[src/rtl/vec_mag_iter_if.sv]
// Handshake bundle for vec_mag_iter: input vector channel plus result channel.
// The slave modport is the magnitude unit, the master modport is the environment
// that feeds vectors and consumes results.
interface vec_mag_iter_if #(
  parameter int W = 8,
  parameter int N = 2
);
  localparam int SUMW = (N == 1) ? 2*W : 2*W + $clog2(N);
  localparam int RW   = (SUMW + 1) / 2;

  logic              in_valid;
  logic              in_ready;
  logic [N*W-1:0]    in_vec;
  logic              in_round;
  logic              out_valid;
  logic              out_ready;
  logic [SUMW-1:0]   out_sumsq;
  logic [RW-1:0]     out_mag;

  modport slave (
    input  in_valid, in_vec, in_round, out_ready,
    output in_ready, out_valid, out_sumsq, out_mag
  );

  modport master (
    output in_valid, in_vec, in_round, out_ready,
    input  in_ready, out_valid, out_sumsq, out_mag
  );
endinterface

[src/rtl/vec_mag_iter.sv]
// Iterative, multiplier-free Euclidean magnitude of an N-component unsigned vector.
// Sum of squares is built by shift-and-add (one component bit per cycle), then the
// integer square root is extracted with the restoring bit-pair method (one root bit
// per cycle), followed by an optional round-to-nearest correction.
module vec_mag_iter #(
  parameter int W = 8,
  parameter int N = 2
) (
  input  logic          clk,
  input  logic          rst,
  input  logic          en,
  vec_mag_iter_if.slave bus,
  output logic          busy
);
  localparam int SUMW = (N == 1) ? 2*W : 2*W + $clog2(N);
  localparam int RW   = (SUMW + 1) / 2;
  localparam int BW   = $clog2(W);
  localparam int CW   = (N > 1) ? $clog2(N) : 1;

  // First test bit of the root extraction: highest even bit position below SUMW.
  localparam logic [SUMW-1:0] TB0 = {{(SUMW-1){1'b0}}, 1'b1} << (2*(RW-1));

  localparam logic [2:0] S_IDLE = 3'd0;
  localparam logic [2:0] S_SQ   = 3'd1;
  localparam logic [2:0] S_SQRT = 3'd2;
  localparam logic [2:0] S_FIN  = 3'd3;
  localparam logic [2:0] S_DONE = 3'd4;

  logic [2:0]      state_q, state_d;
  logic [N*W-1:0]  vec_q, vec_d;     // remaining components, current one in the low W bits
  logic            round_q, round_d;
  logic [BW-1:0]   bit_q, bit_d;     // bit of the current component being squared
  logic [CW-1:0]   comp_q, comp_d;   // component index
  logic [SUMW-1:0] acc_q, acc_d;     // sum of squares (radicand once SQ completes)
  logic [SUMW-1:0] rem_q, rem_d;     // running remainder of the root extraction
  logic [SUMW:0]   res_q, res_d;     // root accumulator, one spare bit for res+bit
  logic [SUMW-1:0] tb_q, tb_d;       // test bit, moves two positions per step
  logic [SUMW-1:0] sumsq_q, sumsq_d;
  logic [RW-1:0]   mag_q, mag_d;

  logic [W-1:0]    cur;
  logic [SUMW-1:0] addend;
  logic [SUMW:0]   trial;
  logic [RW-1:0]   root;

  assign cur    = vec_q[W-1:0];
  assign addend = cur[bit_q] ? (SUMW'(cur) << bit_q) : '0;
  assign trial  = res_q + {1'b0, tb_q};
  assign root   = res_q[RW-1:0];

  // Next-state logic for the FSM and the whole datapath.
  always_comb begin
    state_d = state_q;
    vec_d   = vec_q;
    round_d = round_q;
    bit_d   = bit_q;
    comp_d  = comp_q;
    acc_d   = acc_q;
    rem_d   = rem_q;
    res_d   = res_q;
    tb_d    = tb_q;
    sumsq_d = sumsq_q;
    mag_d   = mag_q;
    case (state_q)
      S_IDLE: begin
        if (bus.in_valid) begin
          vec_d   = bus.in_vec;
          round_d = bus.in_round;
          acc_d   = '0;
          bit_d   = '0;
          comp_d  = '0;
          state_d = S_SQ;
        end
      end
      S_SQ: begin
        acc_d = acc_q + addend;
        if (bit_q == BW'(W-1)) begin
          bit_d  = '0;
          vec_d  = vec_q >> W;
          comp_d = comp_q + CW'(1);
          if (comp_q == CW'(N-1)) begin
            // Radicand is final: seed the root extraction from it.
            rem_d   = acc_d;
            res_d   = '0;
            tb_d    = TB0;
            state_d = S_SQRT;
          end
        end else begin
          bit_d = bit_q + BW'(1);
        end
      end
      S_SQRT: begin
        if ({1'b0, rem_q} >= trial) begin
          rem_d = rem_q - trial[SUMW-1:0];
          res_d = (res_q >> 1) + {1'b0, tb_q};
        end else begin
          res_d = res_q >> 1;
        end
        tb_d = tb_q >> 2;
        if (tb_q == SUMW'(1)) state_d = S_FIN;
      end
      S_FIN: begin
        // rem > r means v exceeds (r+0.5)^2, so round up.
        mag_d   = (round_q && ({1'b0, rem_q} > res_q)) ? root + RW'(1) : root;
        sumsq_d = acc_q;
        state_d = S_DONE;
      end
      S_DONE: begin
        if (bus.out_ready) state_d = S_IDLE;
      end
      default: state_d = S_IDLE;
    endcase
  end

  // State registers: synchronous reset, en=0 freezes everything.
  always_ff @(posedge clk) begin
    if (rst) begin
      state_q <= S_IDLE;
      vec_q   <= '0;
      round_q <= 1'b0;
      bit_q   <= '0;
      comp_q  <= '0;
      acc_q   <= '0;
      rem_q   <= '0;
      res_q   <= '0;
      tb_q    <= '0;
      sumsq_q <= '0;
      mag_q   <= '0;
    end else if (en) begin
      state_q <= state_d;
      vec_q   <= vec_d;
      round_q <= round_d;
      bit_q   <= bit_d;
      comp_q  <= comp_d;
      acc_q   <= acc_d;
      rem_q   <= rem_d;
      res_q   <= res_d;
      tb_q    <= tb_d;
      sumsq_q <= sumsq_d;
      mag_q   <= mag_d;
    end
  end

  assign bus.in_ready  = (state_q == S_IDLE);
  assign bus.out_valid = (state_q == S_DONE);
  assign bus.out_sumsq = sumsq_q;
  assign bus.out_mag   = mag_q;
  assign busy          = (state_q != S_IDLE);
endmodule

[src/flat_wrapper.sv]
// flat-port wrapper written by rule: the top's interface ports become plain ports
module vec_mag_iter_flat 
#(
  parameter int W = 8,
  parameter int N = 2
)
  (clk, rst, en, busy, bus_in_valid, bus_in_vec, bus_in_round, bus_out_ready, bus_in_ready, bus_out_valid, bus_out_sumsq, bus_out_mag);
  vec_mag_iter_if #(.W(W), .N(N)) bus_i ();
  input  logic clk;
  input  logic rst;
  input  logic en;
  output logic busy;
  input wire logic [$bits(bus_i.in_valid)-1:0] bus_in_valid;
  input wire logic [$bits(bus_i.in_vec)-1:0] bus_in_vec;
  input wire logic [$bits(bus_i.in_round)-1:0] bus_in_round;
  input wire logic [$bits(bus_i.out_ready)-1:0] bus_out_ready;
  output wire logic [$bits(bus_i.in_ready)-1:0] bus_in_ready;
  output wire logic [$bits(bus_i.out_valid)-1:0] bus_out_valid;
  output wire logic [$bits(bus_i.out_sumsq)-1:0] bus_out_sumsq;
  output wire logic [$bits(bus_i.out_mag)-1:0] bus_out_mag;
  assign bus_i.in_valid = bus_in_valid;
  assign bus_i.in_vec = bus_in_vec;
  assign bus_i.in_round = bus_in_round;
  assign bus_i.out_ready = bus_out_ready;
  assign bus_in_ready = bus_i.in_ready;
  assign bus_out_valid = bus_i.out_valid;
  assign bus_out_sumsq = bus_i.out_sumsq;
  assign bus_out_mag = bus_i.out_mag;
  vec_mag_iter #(.W(W), .N(N)) u_core (.clk(clk), .rst(rst), .en(en), .bus(bus_i), .busy(busy));
endmodule
[config.mk]
export PLATFORM = sky130hd
export DESIGN_NAME = vec_mag_iter_flat
export DESIGN_NICKNAME = d
export VERILOG_FILES = /design/src/rtl/vec_mag_iter_if.sv /design/src/rtl/vec_mag_iter.sv /design/src/flat_wrapper.sv
export SDC_FILE = /design/constraint.sdc
export NUM_CORES = 1
export LEC_CHECK = 0
export ABC_AREA = 1
export BUFFER_PORTS_ARGS = -buffer_cell sky130_fd_sc_hd__buf_2
export CAP_MARGIN = 20
export CORE_MARGIN = 2
export CORE_UTILIZATION = 45
export DETAILED_ROUTE_END_ITERATION = 8
export PLACE_DENSITY = 0.73
export SETUP_SLACK_MARGIN = 0.1
export SYNTH_ARGS = -nofsm -noshare
export SYNTH_HDL_FRONTEND = slang
export SYNTH_SLANG_ARGS = --single-unit
[constraint.sdc]
create_clock -name clk -period 4.6 [get_ports clk]
set_input_delay 0.46 -clock clk [delete_from_list [all_inputs] [get_ports clk]]
set_output_delay 0.46 -clock clk [all_outputs]
set_load 0.02 [all_outputs]
==> summary.md <==
| Metric | Value |
|---|---|
| N_diodes | 0 |
| Overflow after GRT | 0 |
| DRT Pass-1 Iters | 5 |
| Post-synthesis cell area | 8667 sq um |
| ANT nets after route | 0 |
| Static leakage | 4.398 nW |
| Via-to-Cell Ratio | 5.329 |
| Nets | 1490 |
| Initial antenna violation count | 0 |
| Full die area | 20390 sq um |
| Top cell by count, worst path | nand2_1 |
| Clk_lat worst skew | 0.36 ns |
| Slew margin rel. | 0.3282 |
| Worst path required time | 4.86 ns |
| Final Util | 0.4989 |
| Period utilization | 0.8661 |
| Post-DP HPWL | 17.74 mm |
| Buffers and inverters on the worst path | 2 |
| Post-synth cell types | 47 |
| Critical Path AT | 4.24 ns |
| Slew @ Worst Pin | 1.007 ns |
| Final setup viols | 0 |
| First-pass GRT wire length | 38.65 mm |
| Met1 wire length | 10.92 mm |
| Synth area leader | dfxtp_1 |
| Reg area | 2222 sq um |
| Largest net degree at the start of global routing | 73 |
| Commonest non-fill, non-tap cell in the layout | nand2_1 |
| Nature of the critical path endpoint | flop |
| Fin crit period | 3.984 ns |
| Total number of vias | 8835 |
| Met2 WL | 10.83 mm |
| Highest clock rate | 251.0 MHz |
| RePlAce Congestion | 0.9421 |
| Setup CP Type | flop to flop |
| Max cap viols | 0 |
| Iter 0 DRT Violations | 571 |
| Sink Count | 111 |
| Filler cell count | 1937 |
| Multi-input combinational cell area | 5736 sq um |
| Top cells by area, synth | dfxtp_1 (26%), nand2_1 (18%), ha_1 (10%), a21oi_1 (7.3%), nand3_1 (6.6%) |
| Post-synth top flop | dfxtp_1 |
| CTS Buf Count | 9 |
| Synth-to-layout area growth | 8.402% |
| Post-synth ARST share | 0 |
| Average cell area after synthesis | 6.345 sq um |
| I/O Pins | 51 |
| Met3 routed WL | 1.099 mm |
| Slew Viols, Final | 0 |
| CTS Buffer Depth | 2 |
| Hold Path Class | input port to flop |
| Number of enable flip-flop cells after synthesis | 0 |
| Pwr Total | 2.660 mW |
| Ys Warns | 0 |
| Root cell of the clock tree | clkbuf_16 |
| Max FO, Critical Path | 17 |
| Die width | 142.8 microns |
| Number of global-route vias before repair | 8120 |
| Core area | 18830 sq um |
| Overall Global Routing Usage | 0.2317 |
| Die height | 142.8 microns |
| Top sig layer | met4 |
| Slowest CP cell | dfxtp_1 |
| Port Buf Inserts | 50 |
| Initial Util | 0.4603 |
| Cells after synthesis | 1366 |
| PwrDens | 283.1 nW/um^2 |
| DRT Wirelength | 23.26 mm |
| CP delay by family, top | simple AND/OR/NAND/NOR gates |
| Final number of hold-violating endpoints | 0 |
| Share of post-route cells with drive strength above 1 | 0.08083 |
| Run status | completed |
| CTS tree | done |
| Avg WL per Cell | 14.03 microns |
| # DRC | 0 |
| #FFs+latches synth | 111 |
| Hold buffers post-CTS | 0 |
| Post-synth top area share | 0.2564 |
| Setup TNS | 0 ns |
| Clock Skew | 0.009417 ns |
| Clock-pin slew on the worst setup and hold paths | 0.07 ns |
| Syn Nets | 1462 |
| Sequential fraction of the synthesis area | 0.2564 |
| Most frequent cells in the layout | nand2_1 (422), a21oi_1 (126), inv_1 (123), nand3_1 (115), dfxtp_1 (111) |
| Maximum VDD drop | 247.9 uV |
| Delay of the slowest critical-path stage | 0.44 ns |
| CP Launch Type | flop |
| H-tree Lvls | 3 |
| Num rows | 50 |
| RSZ-0062 raised after global routing | no |
[final timing paths]
kind	from	endpoint	slack, ns	cells after the start
setup reg to reg	u_core.res_q[0]	u_core.rem_q[2]	0.62	27
hold reg to reg	u_core.bus.out_mag[1]	u_core.bus.out_mag[1]	0.47	2
hold / removal	bus_in_round	u_core.round_q	0.33	3
setup / recovery	u_core.res_q[0]	u_core.rem_q[2]	0.62	27
[metal layers]
metal	up-vias	GRT usage
met5	-	0
met4	0	0.06253
met3	34	0.03387
met2	232	0.3882
met1	4023	0.3118
li1	4546	-
[repair_timing]
item | CTS | global route
gates resized for setup | 0 | 0
setup buffers | 0 | 1
setup endpoints to repair | 0 | 4
[cells by family (layout without fill, tap and decap cells)]
| logic type | Yosys count | in the layout | synth area share |
|---|---|---|---|
| buffers and inverters | 177 | 209 | 0.08185 |
| AO/OA/AOI/OAI | 243 | 243 | 0.1516 |
| flip-flops | 111 | 111 | 0.2564 |
| XOR/XNOR | 42 | 42 | 0.04244 |
| adder cells (fa/ha/maj) | 74 | 74 | 0.1086 |
| AND/OR/NAND/NOR | 719 | 719 | 0.3592 |
[worst reg2reg max path: stages (launching register included)]
cell and delay [ns]:
dfxtp_1 0.44, ha_1 0.28, ha_1 0.21, nand2_1 0.07, a21oi_1 0.26, nand2_1 0.08
a21oi_1 0.21, nand2_1 0.08, a21oi_1 0.20, nand2_1 0.08, nand2_1 0.06, nand2_1 0.05
xor2_1 0.16, ha_1 0.35, nand2_1 0.08, inv_1 0.07, nand2_1 0.07, nor3_2 0.10
nand2_1 0.07, nand2_1 0.09, nand2_1 0.07, nand2_2 0.08, nand2_4 0.17, a21oi_4 0.24
buf_12 0.16, nand2_1 0.06, nand2_1 0.05, nor2_1 0.04
[final cells by class]
type / count / share of cell area
multi-input combinational: 1078 / 0.6105
sequential: 111 / 0.2365
inverter: 134 / 0.05354
timing repair buffer: 60 / 0.03596
tap: 260 / 0.03463
clock buffer: 10 / 0.02437
clock inverter: 5 / 0.004528
[metrics by stage]
step | std cells | hold WS, ns | cell area (sq um) | setup WS, ns
2_1_floorplan | 1366 | 0.4435 | 8667 | 1.161
3_3_place_gp | 1642 | 0.4503 | 9104 | 0.6918
3_5_place_dp | 1642 | 0.4556 | 9104 | 0.5455
4_1_cts | 1657 | 0.3258 | 9375 | 0.5341
5_1_grt | 1658 | 0.3315 | 9395 | 0.1383
6_report | 1658 | 0.3319 | 9395 | 0.6161
[cell usage after synthesis (15+ instances only)]
| cell | n |
|---|---|
| nor2_1 | 107 |
| xor2_1 | 27 |
| o21ai_0 | 75 |
| xnor2_1 | 15 |
| nand3_1 | 115 |
| a21oi_1 | 126 |
| clkbuf_1 | 25 |
| ha_1 | 72 |
| inv_1 | 123 |
| nand4_1 | 20 |
| nand2_1 | 422 |
| dfxtp_1 | 111 |
[registers in the layout, summed over array words and instances (netlist names)]
register	count
u_core.vec_q	16
u_core.round_q	1
u_core.bit_q	3
u_core.res_q	18
u_core.acc_q	17
u_core.bus.out_sumsq	17
u_core.state_q	3
u_core.bus.out_mag	9
u_core.tb_q	9
u_core.comp_q	1
u_core.rem_q	17
[power by group]
group | leakage [nW] | internal [mW] | switching [mW]
combinational | 3.37 | 0.271 | 0.588
clock | 0.135 | 0.373 | 0.390
sequential | 0.898 | 0.996 | 0.0408
total | 4.40 | 1.64 | 1.02
Note: power is estimated with default switching activity, not from simulation.
